===== src/rtl/ldst_cpl_queue.sv =====
// ldst_cpl_queue: in-order completion buffer between the load/store FU and the
// CDB/ROB complete port. It absorbs CDB back-pressure, squashes wrong-path
// entries on branch recovery and clears resolved branch bits.
// Optional feature macro: LDST_CPL_BYPASS_EN. When it is defined and the queue
// is empty, an incoming completion drives cpl_* in the same cycle.
// Ports:
//   clk, rst         clock, synchronous active-high reset
//   in_*_i           FU completion (valid, wr_prf, data, tag, rob index, br mask)
//   rob_br_*_i       branch recovery / correct-prediction events
//   cpl_gnt_i        grant for the head entry
//   full_o           queue full; the FU must stall
//   cpl_*_o          head entry request and fields
module ldst_cpl_queue #(
  parameter int DEPTH     = 4,
  parameter int XLEN      = 64,
  parameter int PRF_IDX_W = 6,
  parameter int ROB_TAG_W = 6,
  parameter int BR_MASK_W = 4
) (
  input  logic                 clk,
  input  logic                 rst,
  input  logic                 in_vld_i,
  input  logic                 in_wr_prf_i,
  input  logic [XLEN-1:0]      in_data_i,
  input  logic [PRF_IDX_W-1:0] in_tag_i,
  input  logic [ROB_TAG_W-1:0] in_rob_idx_i,
  input  logic [BR_MASK_W-1:0] in_br_mask_i,
  input  logic                 rob_br_recovery_i,
  input  logic                 rob_br_pred_correct_i,
  input  logic [BR_MASK_W-1:0] rob_br_tag_fix_i,
  input  logic                 cpl_gnt_i,
  output logic                 full_o,
  output logic                 cpl_vld_o,
  output logic                 cpl_wr_prf_o,
  output logic [XLEN-1:0]      cpl_data_o,
  output logic [PRF_IDX_W-1:0] cpl_tag_o,
  output logic [ROB_TAG_W-1:0] cpl_rob_idx_o,
  output logic [BR_MASK_W-1:0] cpl_br_mask_o
);

  localparam int PW = $clog2(DEPTH);
  localparam int CW = PW + 1;

  logic [DEPTH-1:0]     vld_q;
  logic [DEPTH-1:0]     wr_q;
  logic [XLEN-1:0]      data_q [DEPTH];
  logic [PRF_IDX_W-1:0] tag_q  [DEPTH];
  logic [ROB_TAG_W-1:0] rob_q  [DEPTH];
  logic [BR_MASK_W-1:0] mask_q [DEPTH];

  logic [PW-1:0] head_q, head_d;
  logic [PW-1:0] tail_q, tail_d;
  logic [CW-1:0] count_q, count_d;

  logic                 empty;
  logic                 head_vld;
  logic                 q_req;
  logic                 byp_take;
  logic                 push;
  logic                 pop;
  logic [BR_MASK_W-1:0] fix_clr;
  logic [BR_MASK_W-1:0] in_mask_fixed;

  assign empty         = (count_q == '0);
  assign full_o        = (count_q == CW'(DEPTH));
  assign fix_clr       = rob_br_pred_correct_i ? rob_br_tag_fix_i : '0;
  assign in_mask_fixed = in_br_mask_i & ~fix_clr;
  assign head_vld      = vld_q[head_q] & ~empty;
  assign q_req         = head_vld & ~rob_br_recovery_i;

`ifdef LDST_CPL_BYPASS_EN
  logic byp;
  assign byp      = empty & in_vld_i & ~rob_br_recovery_i;
  // A granted bypass is consumed directly and never stored.
  assign byp_take = byp & cpl_gnt_i;

  always_comb begin
    cpl_vld_o     = q_req;
    cpl_wr_prf_o  = wr_q[head_q];
    cpl_data_o    = data_q[head_q];
    cpl_tag_o     = tag_q[head_q];
    cpl_rob_idx_o = rob_q[head_q];
    cpl_br_mask_o = mask_q[head_q];
    if (byp) begin
      cpl_vld_o     = 1'b1;
      cpl_wr_prf_o  = in_wr_prf_i;
      cpl_data_o    = in_data_i;
      cpl_tag_o     = in_tag_i;
      cpl_rob_idx_o = in_rob_idx_i;
      cpl_br_mask_o = in_mask_fixed;
    end
  end
`else
  assign byp_take      = 1'b0;
  assign cpl_vld_o     = q_req;
  assign cpl_wr_prf_o  = wr_q[head_q];
  assign cpl_data_o    = data_q[head_q];
  assign cpl_tag_o     = tag_q[head_q];
  assign cpl_rob_idx_o = rob_q[head_q];
  assign cpl_br_mask_o = mask_q[head_q];
`endif

  // A squashed head (bubble) pops without a request; a live head needs a grant.
  // Recovery freezes pointers so bubbles drain afterwards.
  assign pop  = ~rob_br_recovery_i & ~empty
              & (~vld_q[head_q] | cpl_gnt_i);
  assign push = in_vld_i & ~full_o & ~rob_br_recovery_i & ~byp_take;

  always_comb begin
    head_d  = head_q;
    tail_d  = tail_q;
    count_d = count_q + CW'(push) - CW'(pop);
    if (pop)  head_d = head_q + PW'(1);
    if (push) tail_d = tail_q + PW'(1);
  end

  always_ff @(posedge clk) begin
    if (rst) begin
      head_q  <= '0;
      tail_q  <= '0;
      count_q <= '0;
      vld_q   <= '0;
      wr_q    <= '0;
      for (int i = 0; i < DEPTH; i++) begin
        data_q[i] <= '0;
        tag_q[i]  <= '0;
        rob_q[i]  <= '0;
        mask_q[i] <= '0;
      end
    end else begin
      for (int i = 0; i < DEPTH; i++) begin
        if (rob_br_recovery_i && |(mask_q[i] & rob_br_tag_fix_i))
          vld_q[i] <= 1'b0;
        mask_q[i] <= mask_q[i] & ~fix_clr;
      end
      if (pop)
        vld_q[head_q] <= 1'b0;
      if (push) begin
        vld_q[tail_q]  <= 1'b1;
        wr_q[tail_q]   <= in_wr_prf_i;
        data_q[tail_q] <= in_data_i;
        tag_q[tail_q]  <= in_tag_i;
        rob_q[tail_q]  <= in_rob_idx_i;
        mask_q[tail_q] <= in_mask_fixed;
      end
      head_q  <= head_d;
      tail_q  <= tail_d;
      count_q <= count_d;
    end
  end

  // Presenting a completion while full is an FU protocol error; it is dropped.
  a_no_push_when_full: assert property (
    @(posedge clk) disable iff (rst) !(in_vld_i && full_o)
  ) else $warning("ldst_cpl_queue: in_vld_i while full, input dropped");

endmodule

===== config.mk =====
export PLATFORM = sky130hd
export DESIGN_NAME = ldst_cpl_queue
export DESIGN_NICKNAME = d
export VERILOG_FILES = /design/src/rtl/ldst_cpl_queue.sv
export SDC_FILE = /design/constraint.sdc
export NUM_CORES = 1
export LEC_CHECK = 0
export ABC_CLOCK_PERIOD_IN_PS = 4800
export CAP_MARGIN = 20
export CORE_ASPECT_RATIO = 1.75
export CORE_MARGIN = 8
export CORE_UTILIZATION = 50
export DETAILED_ROUTE_END_ITERATION = 16
export PLACE_DENSITY_LB_ADDON = 0.12
export SLEW_MARGIN = 0
export SYNTH_ARGS = -nofsm -noshare
export SYNTH_HDL_FRONTEND = slang
export SYNTH_SLANG_ARGS = --single-unit

===== constraint.sdc =====
create_clock -name clk -period 4.8 [get_ports clk]
set_input_delay 0.48 -clock clk [delete_from_list [all_inputs] [get_ports clk]]
set_output_delay 0.48 -clock clk [all_outputs]
set_load 0.005 [all_outputs]

# Word level (Yosys, flattened, before mapping)
# Memories as Yosys holds them, arrays and structs flattened. A register that Yosys moved wholly into a read port is not among the register bits.
# Cells that the tools add are included.
# totals
reg_bits	15
latch_bits	0
ram_bits	320
rom_bits	0
in_bits	91
output_inout_bits	83
n_memories	4
# classes
n_addsub	4
mul	0
n_div	0
n_lt_le_gt_ge	4
n_eq_ne	1
shift	0
mux	48
bitwise	28
reduce_logical	14
# mem_list
memory	words	word_bits	rd	rd_clocked_by_memory_dff	wr	line	rtl
data_q	4	64	1	1	4	46	logic [XLEN-1:0] data_q [DEPTH];
rob_q	4	6	1	1	4	48	logic [ROB_TAG_W-1:0] rob_q [DEPTH];
tag_q	4	6	1	1	4	47	logic [PRF_IDX_W-1:0] tag_q [DEPTH];
mask_q	4	4	5	1	5	49	logic [BR_MASK_W-1:0] mask_q [DEPTH];
# op_table
cell	n
$mux 64	1
$reduce_or 64->1	1
$and 4x4->4	10
$mux 4	8
$mux 2	11
$mux 1	21
$reduce_or 4->1	4
$mux 6	2
$reduce_or 6->1	2
$not 4->4	2
$and 1x1->1	6
$logic_and 1x1->1	6
$lt 2x3->1 const B	2
$or 1x1->1	5
$add 2x1->2 const B	2
$bmux 1 s2	2
$bwmux 4	1
$demux 1 s2	2
$ge 2x1->1 const B	2
$not 1->1	4
$or 4x4->4	1
$add 3x1->3	1
$eq 3x3->1 const B	1
$logic_not 3->1	1
$sub 3x1->3	1

# Depth between registers and ports, before layout
# Gate-level depths: netlist (run 1).
# An unclocked memory read counts as a cell.
# depth
word_depth	11
ltp_mapped	12
depth_no_buf	10

# Worst setup path after synthesis (run 1)
# Ideal clock, no wire load.
# synth_path
path_kind	input to register
startpoint	input port in_vld_i
endpoint	memory data_q[3][0] (enable)
setup_ns	0.439
arrival_ns	2.566
t_required_ns	4.361
setup_slack_ns	1.796
stages	3
n_path_buf	1
cell_sequence	nor2b_1 -> clkbuf_1 -> a41o_1
# synth_lines
item	line	rtl
from (decl)	22	input logic in_vld_i,
to (decl)	46	

==> metrics.md, run 1 <==
| Metric | Value |
|---|---|
| Status | `completed` |
| Synth cell types | `37` |
| Hold buffers post-CTS | `0` |
| Grt ovf | `0` |
| IO Port Bufs | `approximately 170` |
| Async SR Flop Fraction | `0%` |
| Routed met2 length | `between 15000 and 20000 µm` |
| Core ar. | `between 20000 and 30000 µm²` |
| R2r startpoint | `count_q[1]` |
| Post-synthesis xor/xnor area fraction | `less than 1%` |
| FF-to-FF path depth | `5` |
| Crit share post-route | `approximately 70%` |
| Top_reg_cell synth | `edfxtp_1` |
| Clock Sinks | `roughly 340` |
| Syn Area/Cell | `between 15 and 20 µm²` |
| Reg2reg end | `data_q[0][50]` |
| Critical path endpoint | `cpl_data_o[16]` |
| Wire per inst | `about 22 µm` |
| Worst-path clk slew | `around 0.070 ns` |
| Top sig layer | `met5` |
| Maximum clock frequency | `297 MHz` |
| Yosys reg bits | `about 340` |
| Mapped Nets | `1038` |
| Initial antenna violation count | `3` |
| Share of cells above drive strength 1 | `between 10% and 20%` |
| Critical path arrival | `slightly below 3 ns` |
| Critical path required time | `~4.3 ns` |
| Post-CTS setup buffer count | `0` |
| Htree depth | `1` |
| CTS resizes | `0` |
| WL final | `between 30000 and 40000 µm` |
| Max incr delay on CP | `0.92 ns` |
| Chip width | `about 150 µm` |
| Area share of the largest cell type after synthesis | `between 60 and 70%` |
| Crit path max-delay family | `flip-flops` |
| Die H | `approximately 240 µm` |
| Fillers | `between 2000 and 2500` |
| Number of buffers created by CTS | `30` |
| Maximum fanout along the worst path | `slightly above 40` |
| Slew at the pin closest to its max-slew limit | `approximately 0.90 ns` |
| Area growth, synth to finish | `21.2%` |
| CP max stage cell | `dfxtp_4` |
| Worst setup EP type | `output pin` |
| Final nets | `between 1000 and 1500` |
| Final max-slew violation count | `0` |
| FF+latch area | `~10000 µm²` |
| Worst Path Class, Setup | `reg2out` |
| Clock Path Buffers | `3` |
| Via density | `5.52` |
| Area of the mapped netlist | `14900 µm²` |
| Cells after synthesis | `about 940` |
| Worst hold-check path type | `reg2reg` |
| # setup viols final | `0` |
| # IOs | `about 170` |
| First-pass GRT wire length | `between 50000 and 60000 µm` |
| Met3 wire length | `between 1500 and 2000 µm` |
| Total negative slack | `0 ns` |
| Hold_sp | `wr_q[3]` |
| YS warnings | `0` |
| Fraction of the mapped netlist area in compound gates | `under 10%` |
| Worst path bufs/invs | `2` |
| CTS tree | `done` |
| Final hold viol count | `0` |
| Initial Utilization | `around half` |
| Largest area contributor in the synthesized netlist | `edfxtp_1` |
| Min cycle time layout | `roughly 3.4 ns` |
| Leak Pwr | `between 6 and 7 nW` |
| Largest net degree at the start of global routing | `77` |
| Setup ws final | `between 1 and 1.5 ns` |
| Seq/Total Area, Yosys | `about two thirds` |
| GRT Util Overall | `between 10% and 20%` |
| Worst R2R Setup Slack | `approximately 1.7 ns` |
| 1st-iter DRT viols | `394` |
| Die area | `around 36000 µm²` |
| Clock Skews | `0.0222 ns` |
| Most frequent cells in the layout | `305 x and2_1, 304 x edfxtp_1, 173 x clkdlybuf4s50_1` |
| Commonest non-fill, non-tap cell in the layout | `and2_1` |
| Critical Path Stages | `3` |
| Pre-CTS setup slack | `between 1.5 and 2 ns` |
| Area of the multi-input gates | `around 4800 µm²` |
| Ranking of synthesized cells by area | `edfxtp_1 61%, and2_1 13%, mux4_2 12%` |
| Rows | `between 80 and 90` |
| Root Buffer | `clkbuf_16` |
| Pwr Density | `around 420 nW/µm²` |
| DRC | `0` |
| Drt first pass iters | `5` |
| Vias post-DR | `around 8300` |
| Metal-1 WL | `12600 µm` |
| HPWL Detailed | `about 20000 µm` |
| Number of synthesized flops with an enable pin | `~300` |
| Critical-path cell list | `buf_12 > mux4_2 > clkdlybuf4s50_1` |
| Area share of and/or/nand/nor cells after synthesis | `15.1%` |
| GP Congestion | `0.845` |
| Largest family of logic cells by synthesized area | `simple AND/OR/NAND/NOR gates` |
| Mux share of post-synthesis cell area | `~13%` |
| Synth Area in Adders | `less than 1%` |
| Max-slew headroom | `approximately two fifths` |
| Clk_lat worst skew | `between 0.5 and 0.6 ns` |
| Post-route antenna net violation count | `0` |
| RSZ-0062 raised after global routing | `no` |
| Peak VDD IR | `between 300 and 400 µV` |
| Number of global-route vias before repair | `between 9000 and 10000` |
| Max-cap violations | `0` |
| CP Launch Type | `flip-flop` |
metal layers:
layer,GRT usage (%),up-vias
met5,0,-
met4,7.34,4
met3,3.09,65
met2,35.0,247
met1,20.8,4163
li1,-,3829
worst min-delay path by stage:
| stage | to | slack [ns] | cells past startpoint |
|---|---|---|---|
| 4_1_cts | wr_q[3] | 0.48 | 2 |
| 6_report | wr_q[3] | 0.47 | 2 |
| 5_1_grt | mask_q[2][1] | 0.50 | 2 |
| 2_1_floorplan | wr_q[1] | 0.44 | 2 |
| 3_5_place_dp | wr_q[3] | 0.47 | 2 |
| 3_3_place_gp | wr_q[1] | 0.46 | 2 |
report_power, final:
part           internal [mW]  switching (mW)
logic                  0.936           0.696
clock network           1.30            1.06
registers               3.40           0.175
cells by family after synthesis:
kind of cell    Yosys count
simple gates            353
buf+inv                  79
flops                   337
fa+ha+maj                11
xor+xnor                  1
compound gates           70
mux                      85
metrics by stage:
step | cell area, µm² | utilization [%] | total power [mW] | hold WS [ns] | instances
floorplan | 14900 | - | 4.46 | 0.444 | 936
global placement | 17100 | 58.2 | 5.30 | 0.457 | 1447
detailed placement | 17100 | 58.2 | 5.32 | 0.468 | 1447
finish | 18100 | 61.5 | 7.57 | 0.473 | 1504
global route | 18100 | 61.5 | 7.88 | 0.495 | 1504
CTS | 18100 | 61.5 | 7.67 | 0.478 | 1503
Yosys cell counts, types with 6 or more instances:
| master | n |
|---|---|
| and2_1 | 305 |
| mux4_2 | 81 |
| a21oi_1 | 22 |
| buf_2 | 25 |
| edfxtp_1 | 304 |
| dfxtp_1 | 33 |
| o31ai_1 | 20 |
| nor2b_1 | 6 |
| clkbuf_1 | 35 |
| inv_1 | 15 |
| a22o_1 | 8 |
| nand4_1 | 20 |
| ha_1 | 10 |
| o21ai_0 | 6 |
area by class of cell:
class	count	area share [%]
Inverter	16	0.346
Sequential cell	337	54.2
Tap cell	382	2.65
Antenna cell	1	0.0139
Clock inverter	23	0.963
Multi-Input combinational cell	520	26.6
Timing Repair Buffer	192	10.8
Clock buffer	33	4.39
worst min-delay path, stage by stage (launching register included):
cell and delay, ns:
dfxtp_1 0.31, o31ai_1 0.06, a21oi_1 0.06
state kept, by name, summed over array words and instances (netlist names), named ones only:
signal,flops
vld_q,4
tag_q,24
mask_q,16
head_q,2
count_q,3
wr_q,4
tail_q,2
rob_q,24
data_q,256
Note: power is estimated with default switching activity, not from simulation.
==> run 2, diff against run 1 <==
--- a/config.mk
+++ b/config.mk
@@ -5,7 +5,7 @@
 export SDC_FILE = /design/constraint.sdc
 export NUM_CORES = 1
 export LEC_CHECK = 0
-export ABC_CLOCK_PERIOD_IN_PS = 4800
+export ABC_CLOCK_PERIOD_IN_PS = 3400
 export CAP_MARGIN = 20
 export CORE_ASPECT_RATIO = 1.75
 export CORE_MARGIN = 8
==> constraint.sdc (replaced) <==
create_clock -name clk -period 3.4 [get_ports clk]
set_input_delay 0.34 -clock clk [delete_from_list [all_inputs] [get_ports clk]]
set_output_delay 0.34 -clock clk [all_outputs]
set_load 0.005 [all_outputs]
==> metrics.md, run 2 (synthesis results as in run 1) <==
| Metric | Value |
|---|---|
| Status | `completed` |
| Non-filler cells, final | `1510 (+0.40%)` |
| Die H | `244 µm (unchanged)` |
| Slew at the pin closest to its max-slew limit | `0.948 ns (+0.0492 ns)` |
| Core ar. | `29400 µm² (unchanged)` |
| Total negative slack | `0 ns (unchanged)` |
| Maximum fanout along the worst path | `24 (-41%)` |
| Worst hold-check path type | `in2reg` |
| Wire per inst | `22.2 µm (-0.18%)` |
| Worst path bufs/invs | `4 (+2)` |
| Rows | `83 (unchanged)` |
| Min cycle time layout | `2.94 ns` |
| Initial antenna violation count | `4 (+1)` |
| Chip width | `147 µm (unchanged)` |
| RSZ-0062 raised after global routing | `no` |
| Htree depth | `1 (unchanged)` |
| Initial Utilization | `50.7% (unchanged)` |
| CP max stage cell | `clkdlybuf4s50_1` |
| # IOs | `174 (unchanged)` |
| FF-to-FF path depth | `10 (+5)` |
| Crit share post-route | `between 80% and 90%` |
| Share of cells above drive strength 1 | `14.6% (-0.15 points)` |
| Clock Path Buffers | `3 (unchanged)` |
| Clk_lat worst skew | `0.56 ns (about the same)` |
| HPWL Detailed | `20300 µm (+1.6%)` |
| WL final | `33500 µm (+0.22%)` |
| CTS tree | `done` |
| Post-route antenna net violation count | `0 (unchanged)` |
| Post-CTS setup buffer count | `0 (unchanged)` |
| DRC | `0 (unchanged)` |
| Hold buffers post-CTS | `0 (unchanged)` |
| Via density | `5.55 (+0.56%)` |
| Grt ovf | `0 (unchanged)` |
| Pwr Density | `591 nW/µm² (+41%)` |
| Max-slew headroom | `36.8% (-3.3 points)` |
| Biggest regs | `data_q (256), rob_q (24), tag_q (24)` |
| 1st-iter DRT viols | `485 (+23%)` |
| Max-cap violations | `0 (unchanged)` |
| Drt first pass iters | `5 (unchanged)` |
| Hold_sp | `in_wr_prf_i` |
| Number of global-route vias before repair | `9122 (-0.64%)` |
| Final hold viol count | `0 (unchanged)` |
| Hold path depth | `3 (+1)` |
| Most frequent cells in the layout | `305 x and2_1, 304 x edfxtp_1, 173 x clkdlybuf4s50_1` |
| Die area | `35800 µm² (unchanged)` |
| Max incr delay on CP | `0.57 ns (-0.35 ns)` |
| Worst-path clk slew | `0.07 ns (about the same)` |
| Worst R2R Setup Slack | `0.46 ns (-1.23 ns)` |
| Hold slack | `0.450 ns (-0.0221 ns)` |
| Critical path required time | `3.06 ns (-1.26 ns)` |
| IO Port Bufs | `173 (unchanged)` |
| Leak Pwr | `6.44 nW (+0.85%)` |
| Final max-slew violation count | `0 (unchanged)` |
| Critical-path cell list | `or3b_1 > buf_4 > inv_4 > buf_4 > clkdlybuf4s50_1` |
| Reg2reg end | `count_q[2]` |
| # setup viols final | `0 (unchanged)` |
| Peak VDD IR | `444 µV (+24%)` |
| Critical path arrival | `2.60 ns (-0.29 ns)` |
| Vias post-DR | `8388 (+0.96%)` |
| Number of buffers created by CTS | `30 (unchanged)` |
| Clock Sinks | `337 (unchanged)` |
| Max reg flops | `256 (unchanged)` |
| Placed cells | `1453 (+0.41%)` |
| Total power | `10.8 mW (+42%)` |
| Root Buffer | `clkbuf_16` |
| Largest net degree at the start of global routing | `77 (unchanged)` |
| Clock Skews | `0.00947 ns (-0.0128 ns)` |
| Most frequent CP cell | `buf_4` |
| Crit path max-delay family | `buffers and inverters` |
| CTS resizes | `0 (unchanged)` |
| Final nets | `1205 (+0.50%)` |
| Commonest non-fill, non-tap cell in the layout | `and2_1` |
| Worst setup EP type | `output pin` |
| CP Launch Type | `flip-flop` |
| GP Congestion | `0.863 (+2.1%)` |
| Fillers | `2214 (-2.9%)` |
| Area growth, synth to finish | `22.2%` |
| First-pass GRT wire length | `52200 µm (+1.1%)` |
| Most flop-heavy register | `data_q` |
| WHS Endpoint | `wr_q[2]` |
| Worst Path Class, Setup | `reg2out` |
| R2r startpoint | `head_q[0]` |
| Maximum clock frequency | `~340 MHz` |
| GRT Util Overall | `18.8% (+0.084 points)` |
-- run 2: through the flow --
step	util (%)	instance area (µm²)	worst slack, ns
global route	62.0	18200	0.258
CTS	62.0	18200	0.448
global placement	58.6	17200	0.567
detailed placement	58.6	17200	0.456
floorplan	-	14900	0.512
finish	62.0	18200	0.462
-- run 2: final cells by class --
cell class	instances	area, µm²	share of cell area, %
inverter	16	62.6	0.343
multi-input combinational	520	4810	26.4
clock buffer	32	758	4.16
clock inverter	23	221	1.22
timing repair buffer	198	2080	11.4
antenna	2	5.00	0.0275
tap	382	478	2.62
sequential	337	9800	53.8
-- run 2: layer usage --
layer | global-route usage, % | vias to the layer above | routed length (µm)
met4 | 6.45 | 4 | 806
li1 | - | 3840 | -
met3 | 3.20 | 52 | 1700
met5 | 0 | - | 23
met1 | 21.0 | 4274 | 12400
met2 | 35.4 | 218 | 18500
-- run 2: worst min-delay path: cells and delay by family --
family / cells / cell delay, ns
buffers and inverters: 1 / 0.47
and+or+nand+nor: 1 / 0.10
AOI/OAI and AO/OA: 1 / 0.06
-- run 2: how the worst max path moves through the flow --
| stage | start | depth (start not counted) | endpoint |
|---|---|---|---|
| final | count_q[1] | 5 | full_o |
| after global routing | head_q[0] | 10 | count_q[2] |
| after CTS | count_q[1] | 5 | full_o |
| after detailed placement | head_q[0] | 10 | count_q[2] |
| after global placement | head_q[0] | 10 | count_q[2] |
| after floorplan | count_q[1] | 3 | data_q[3][0] |
-- run 2: power breakdown --
group	internal (mW)	total, mW	switching (mW)
Clock	1.92	3.40	1.48
Combinational	1.34	2.45	1.10
Sequential	4.80	4.92	0.124
Total	8.06	10.8	2.71
